## src/rtl/idex_hazard_stage.sv

```systemverilog
// ID/EX pipeline register with load-use hazard detection and a saturating
// stall counter. Bubbles are inserted on load-use hazards and on flush.
module idex_hazard_stage #(
    parameter int unsigned DATA_W       = 32,
    parameter int unsigned CTRL_W       = 8,
    parameter int unsigned REGWRITE_BIT = 0,
    parameter int unsigned MEMREAD_BIT  = 1,
    parameter int unsigned CNT_W        = 16
) (
    input  logic              Clk,
    input  logic              Reset,
    input  logic              flush,
    input  logic              hold,
    input  logic [4:0]        ifid_rs,
    input  logic [4:0]        ifid_rt,
    input  logic [4:0]        ifid_rd,
    input  logic              ifid_uses_rt,
    input  logic [CTRL_W-1:0] id_ctrl,
    input  logic [DATA_W-1:0] id_rdata1,
    input  logic [DATA_W-1:0] id_rdata2,
    input  logic [DATA_W-1:0] id_imm,
    input  logic [DATA_W-1:0] id_pc4,
    output logic [4:0]        idex_rs,
    output logic [4:0]        idex_rt,
    output logic [4:0]        idex_rd,
    output logic [CTRL_W-1:0] idex_ctrl,
    output logic [DATA_W-1:0] idex_rdata1,
    output logic [DATA_W-1:0] idex_rdata2,
    output logic [DATA_W-1:0] idex_imm,
    output logic [DATA_W-1:0] idex_pc4,
    output logic              stall,
    output logic [CNT_W-1:0]  stall_count
);

    logic haz;
    logic rs_match;
    logic rt_match;

    // Load-use detection: the load in EX writes a register the ID instruction reads.
    // A load to $0 never creates a dependency.
    always_comb begin
        rs_match = (idex_rt == ifid_rs);
        rt_match = ifid_uses_rt && (idex_rt == ifid_rt);
        haz      = idex_ctrl[MEMREAD_BIT] && (idex_rt != 5'd0) && (rs_match || rt_match);
        // flush redirects IF, hold already freezes everything, so neither stalls
        stall    = haz && !flush && !hold;
    end

    // Pipeline register update: reset > flush > hold > hazard bubble > load.
    always_ff @(posedge Clk) begin
        if (Reset) begin
            idex_rs     <= '0;
            idex_rt     <= '0;
            idex_rd     <= '0;
            idex_ctrl   <= '0;
            idex_rdata1 <= '0;
            idex_rdata2 <= '0;
            idex_imm    <= '0;
            idex_pc4    <= '0;
            stall_count <= '0;
        end else if (flush || (haz && !hold)) begin
            // Bubble clears specifiers too, so no false forwarding or repeat hazard
            idex_rs     <= '0;
            idex_rt     <= '0;
            idex_rd     <= '0;
            idex_ctrl   <= '0;
            idex_rdata1 <= '0;
            idex_rdata2 <= '0;
            idex_imm    <= '0;
            idex_pc4    <= '0;
            if (!flush && (stall_count != {CNT_W{1'b1}})) begin
                stall_count <= stall_count + 1'b1;
            end
        end else if (!hold) begin
            idex_rs     <= ifid_rs;
            idex_rt     <= ifid_rt;
            idex_rd     <= ifid_rd;
            idex_ctrl   <= id_ctrl;
            idex_rdata1 <= id_rdata1;
            idex_rdata2 <= id_rdata2;
            idex_imm    <= id_imm;
            idex_pc4    <= id_pc4;
        end
    end

    // RegWrite is carried in ctrl for later stages; unused here
    logic unused_regwrite;
    assign unused_regwrite = idex_ctrl[REGWRITE_BIT];

endmodule

```

## config.mk

```make
export PLATFORM = sky130hd
export DESIGN_NAME = idex_hazard_stage
export DESIGN_NICKNAME = d
export VERILOG_FILES = /design/src/rtl/idex_hazard_stage.sv
export SDC_FILE = /design/constraint.sdc
export NUM_CORES = 1
export LEC_CHECK = 0
export ABC_CLOCK_PERIOD_IN_PS = 5100
export CORE_MARGIN = 2
export CORE_UTILIZATION = 43
export CTS_CLUSTER_SIZE = 10
export DETAILED_ROUTE_END_ITERATION = 6
export PLACE_DENSITY_LB_ADDON = 0.15
export REMOVE_ABC_BUFFERS = 1
export SLEW_MARGIN = 30
export SYNTH_ARGS = -nofsm -noshare
export SYNTH_HDL_FRONTEND = slang
export SYNTH_SLANG_ARGS = --single-unit
```

## constraint.sdc

```tcl
create_clock -name Clk -period 5.1 [get_ports Clk]
set_input_delay 1.02 -clock Clk [delete_from_list [all_inputs] [get_ports Clk]]
set_output_delay 1.02 -clock Clk [all_outputs]
set_load 0.005 [all_outputs]
```

==> results by group <==
Timing
  – Setup Skew: between 7 and 8 ps
  – Slew Limit Fails: 0
  – Setup repair after global routing missed its margin: false
  – Final Hold Viols: 0
  – Worst slew pin tran: about 700 ps
  – Total negative slack: 0 ps
  – Final period util: between 80% and 90%
  – Headroom to the max-slew limit: between 50% and 60%
  – Final setup viols: 0
  – Achievable Freq: 0.2443 GHz
  – Final hold slack: 492.2 ps
  – Period minus WS final: approximately 4000 ps

Clocking
  – CTS tree: yes
  – Clock latency on the worst-skew pair: roughly 410 ps
  – Hold_buf cts: 0
  – CTS Buf Count: 17
  – Post-CTS Setup Bufs: 0
  – Reg clk slew, reported paths: 50 ps
  – PostCTS Resize Cnt: 0
  – Clk root buf: clkbuf_16
  – H-Tree Depth: 4
  – CTS max path bufs: 2
  – Clk sinks: 167

Setup path
  – Worst setup SP type: primary input
  – Reg2reg setup slack: approximately 2700 ps
  – Worst EP arrival: approximately 3000 ps
  – Reg2reg start: idex_rt[4]$_SDFFE_PP0N_
  – CP max FO: 11
  – Critical path required time: between 4000 and 5000 ps
  – Crit. Startpoint: ifid_rs[0]
  – Worst Path Class, Setup: in -> out
  – Crit. End Element: output pin

Route
  – Routed vias/inst: about 4.9
  – DRC Markers: 0
  – WL final: roughly 18 mm
  – Initial DRC count: roughly 200
  – First-pass detailed-route iteration total: 5
  – Vias: 5384
  – Detail Route Antenna Nets: 0
  – WL per Instance: ~16 µm

Global route
  – Pin count of the biggest net entering global routing: 96
  – Global Route Usage Sum: approximately 22%
  – Initial antenna violation count: 0
  – First-pass GRT wire length: approximately 28 mm
  – Global route overflow: 0
  – Vias in the first global route: about 5500

Final layout
  – Area growth from synthesis to layout: 60.69%
  – Layout Utilization: a little over two thirds
  – Nets@finish: 1070
  – Most common cell after layout, fill and taps aside: clkdlybuf4s50_1
  – Commonest cells after routing, fill and taps aside: 322 x clkdlybuf4s50_1, 167 x dfxtp_1, 152 x mux2i_1, 140 x nor2_1
  – Layout cells sized above 1: 6.957%
  – Antenna Cells: 0
  – Non-Filler Instances: roughly 1100

Hold path
  – Worst min-delay path class: reg -> reg
  – HP Start: idex_rdata1[27]$_SDFFE_PP0N_

Placement
  – Post-DP HPWL: between 10 and 15 mm
  – Placed Cells: 1078
  – Port bufs: approximately 320
  – Final GP Congestion: between 0.8 and 0.9

Yosys
  – FF+latch count, synth: 167
  – Asr flop ratio synth: 0%
  – Post-synth EDFFs: 0
  – Yosys Warn Count: 0
  – Post-synthesis cell area: 0.006387 mm²
  – Multiplexer share of the synthesized area: between 20% and 30%
  – Post-synthesis compound-gate area fraction: 1.293%
  – Largest family of logic cells by synthesized area: multiplexers
  – Synth top area share: a little over half
  – Synth Area in Simple Gates: ~16%
  – Mean post-synth cell area: between 10 and 15 µm²
  – Ranking of synthesized cells by area: dfxtp_1 52%, mux2i_1 24%, nor2_1 8.2%
  – Synthesized instance count: 602
  – Distinct cells, synth: 33
  – Synth Area in Adders: 0.1959%
  – Yosys top cell by area: dfxtp_1
  – Sequential area share after synthesis: between 50% and 60%
  – Ys flop type: dfxtp_1
  – Post-synthesis xor/xnor area fraction: ~2.7%

Power and ir drop
  – Switching fraction of total power: between 20% and 30%
  – Power after layout: 3.005 mW
  – Pwr/cell area: between 200 and 300 mW/mm²
  – Leakage Power: roughly 4.1 nW
  – Clock share of power: a little over two fifths
  – Worst VDD drop: between 0.0002 and 0.00025 V
  – Power Internal: about 2.4 mW
  – Net Sw Power: 632.9 µW
  – Seq pwr share: a little under half
  – Combinational share of power: 12.4%

Floorplan
  – Area of the core: 0.01453 mm²
  – Initial Util: 43.95%
  – Core Rows: 44
  – Die X-Extent: between 100 and 150 µm
  – Ports: 324
  – Die span in y: 125.9 µm
  – Die ar.: around 0.016 mm²

Run
  – Max-Cap Viols: 0

Run status
  – Outcome: completed
==> critical path, cell delays in order <==
cell and delay, ps:
clkdlybuf4s50_1 490, xnor2_1 130, nand3_1 110, o22ai_1 190
buf_4 200, nor2b_1 220, nor2b_1 190, clkdlybuf4s50_1 520
==> cell families (layout without fill, tap and decap cells) <==
| kind of cell | count (synthesis) | in the layout |
|---|---|---|
| flip-flops | 167 | 167 |
| multiplexers | 153 | 153 |
| AO/OA/AOI/OAI | 9 | 9 |
| XOR/XNOR | 20 | 20 |
| AND/OR/NAND/NOR | 213 | 213 |
| buffers and inverters | 39 | 357 |
| adder cells (fa/ha/maj) | 1 | 1 |
==> stage by stage <==
stage	instance area [µm²]	worst slack, ps
finish	10260	1006
global route	10260	839.3
floorplan	6163	-284.1
CTS	10260	988.3
global placement	9693	1044
detailed placement	9693	1019
==> area by class of cell <==
| class | count | area [µm²] |
|---|---|---|
| tap | 184 | 230.2 |
| inverter | 2 | 7.507 |
| multi-input combinational | 396 | 2818 |
| timing repair buffer | 329 | 3294 |
| fill | 1092 | 4270 |
| clock buffer | 21 | 470.5 |
| sequential | 167 | 3343 |
| clock inverter | 5 | 100.1 |
==> worst paths after layout <==
| path | to | cells past startpoint |
|---|---|---|
| setup / recovery | stall | 8 |
| hold / removal | idex_rdata1[27]$_SDFFE_PP0N_ | 2 |
| setup reg to reg | idex_rdata2[14]$_SDFFE_PP0N_ | 8 |
| hold reg to reg | idex_rdata1[27]$_SDFFE_PP0N_ | 2 |
==> sequential cells by signal, indices dropped and copies added (netlist names) <==
| name | flops |
|---|---|
| idex_ctrl | 8 |
| idex_imm | 32 |
| idex_pc4 | 32 |
| idex_rd | 5 |
| idex_rdata1 | 32 |
| idex_rdata2 | 32 |
| idex_rs | 5 |
| idex_rt | 5 |
| stall_count | 16 |
==> Yosys cell counts (2+ instances only) <==
master	number
and3_1	6
nor2b_1	5
inv_1	2
or4_1	3
nor2_4	10
nand3_1	13
xor2_1	9
buf_6	9
xnor2_1	11
nor2_2	17
nand4_1	4
a21oi_1	2
clkbuf_1	26
nand2_1	7
dfxtp_1	167
o31ai_1	2
nor3_1	3
nor2_1	140
mux2i_1	152
==> metal layers <==
metal / up-vias / global-route usage (%) / part of all wire (%)
met4: 0 / 8.920 / 2.7
met5: - / 0 / 0
met3: 30 / 8.454 / 8.8
li1: 2629 / - / -
met1: 2501 / 24.47 / 38
met2: 224 / 38.77 / 50
==> power groups by stage <==
stage                     clock network [mW]  registers (mW)  logic (mW)
after floorplan                            0            1.40       0.118
after global placement                     0            1.39       0.367
after detailed placement                   0            1.39       0.374
after CTS                               1.29            1.37       0.376
after global routing                    1.34            1.37       0.399
final                                   1.27            1.37       0.372
Power figures use the tool's default switching activity.
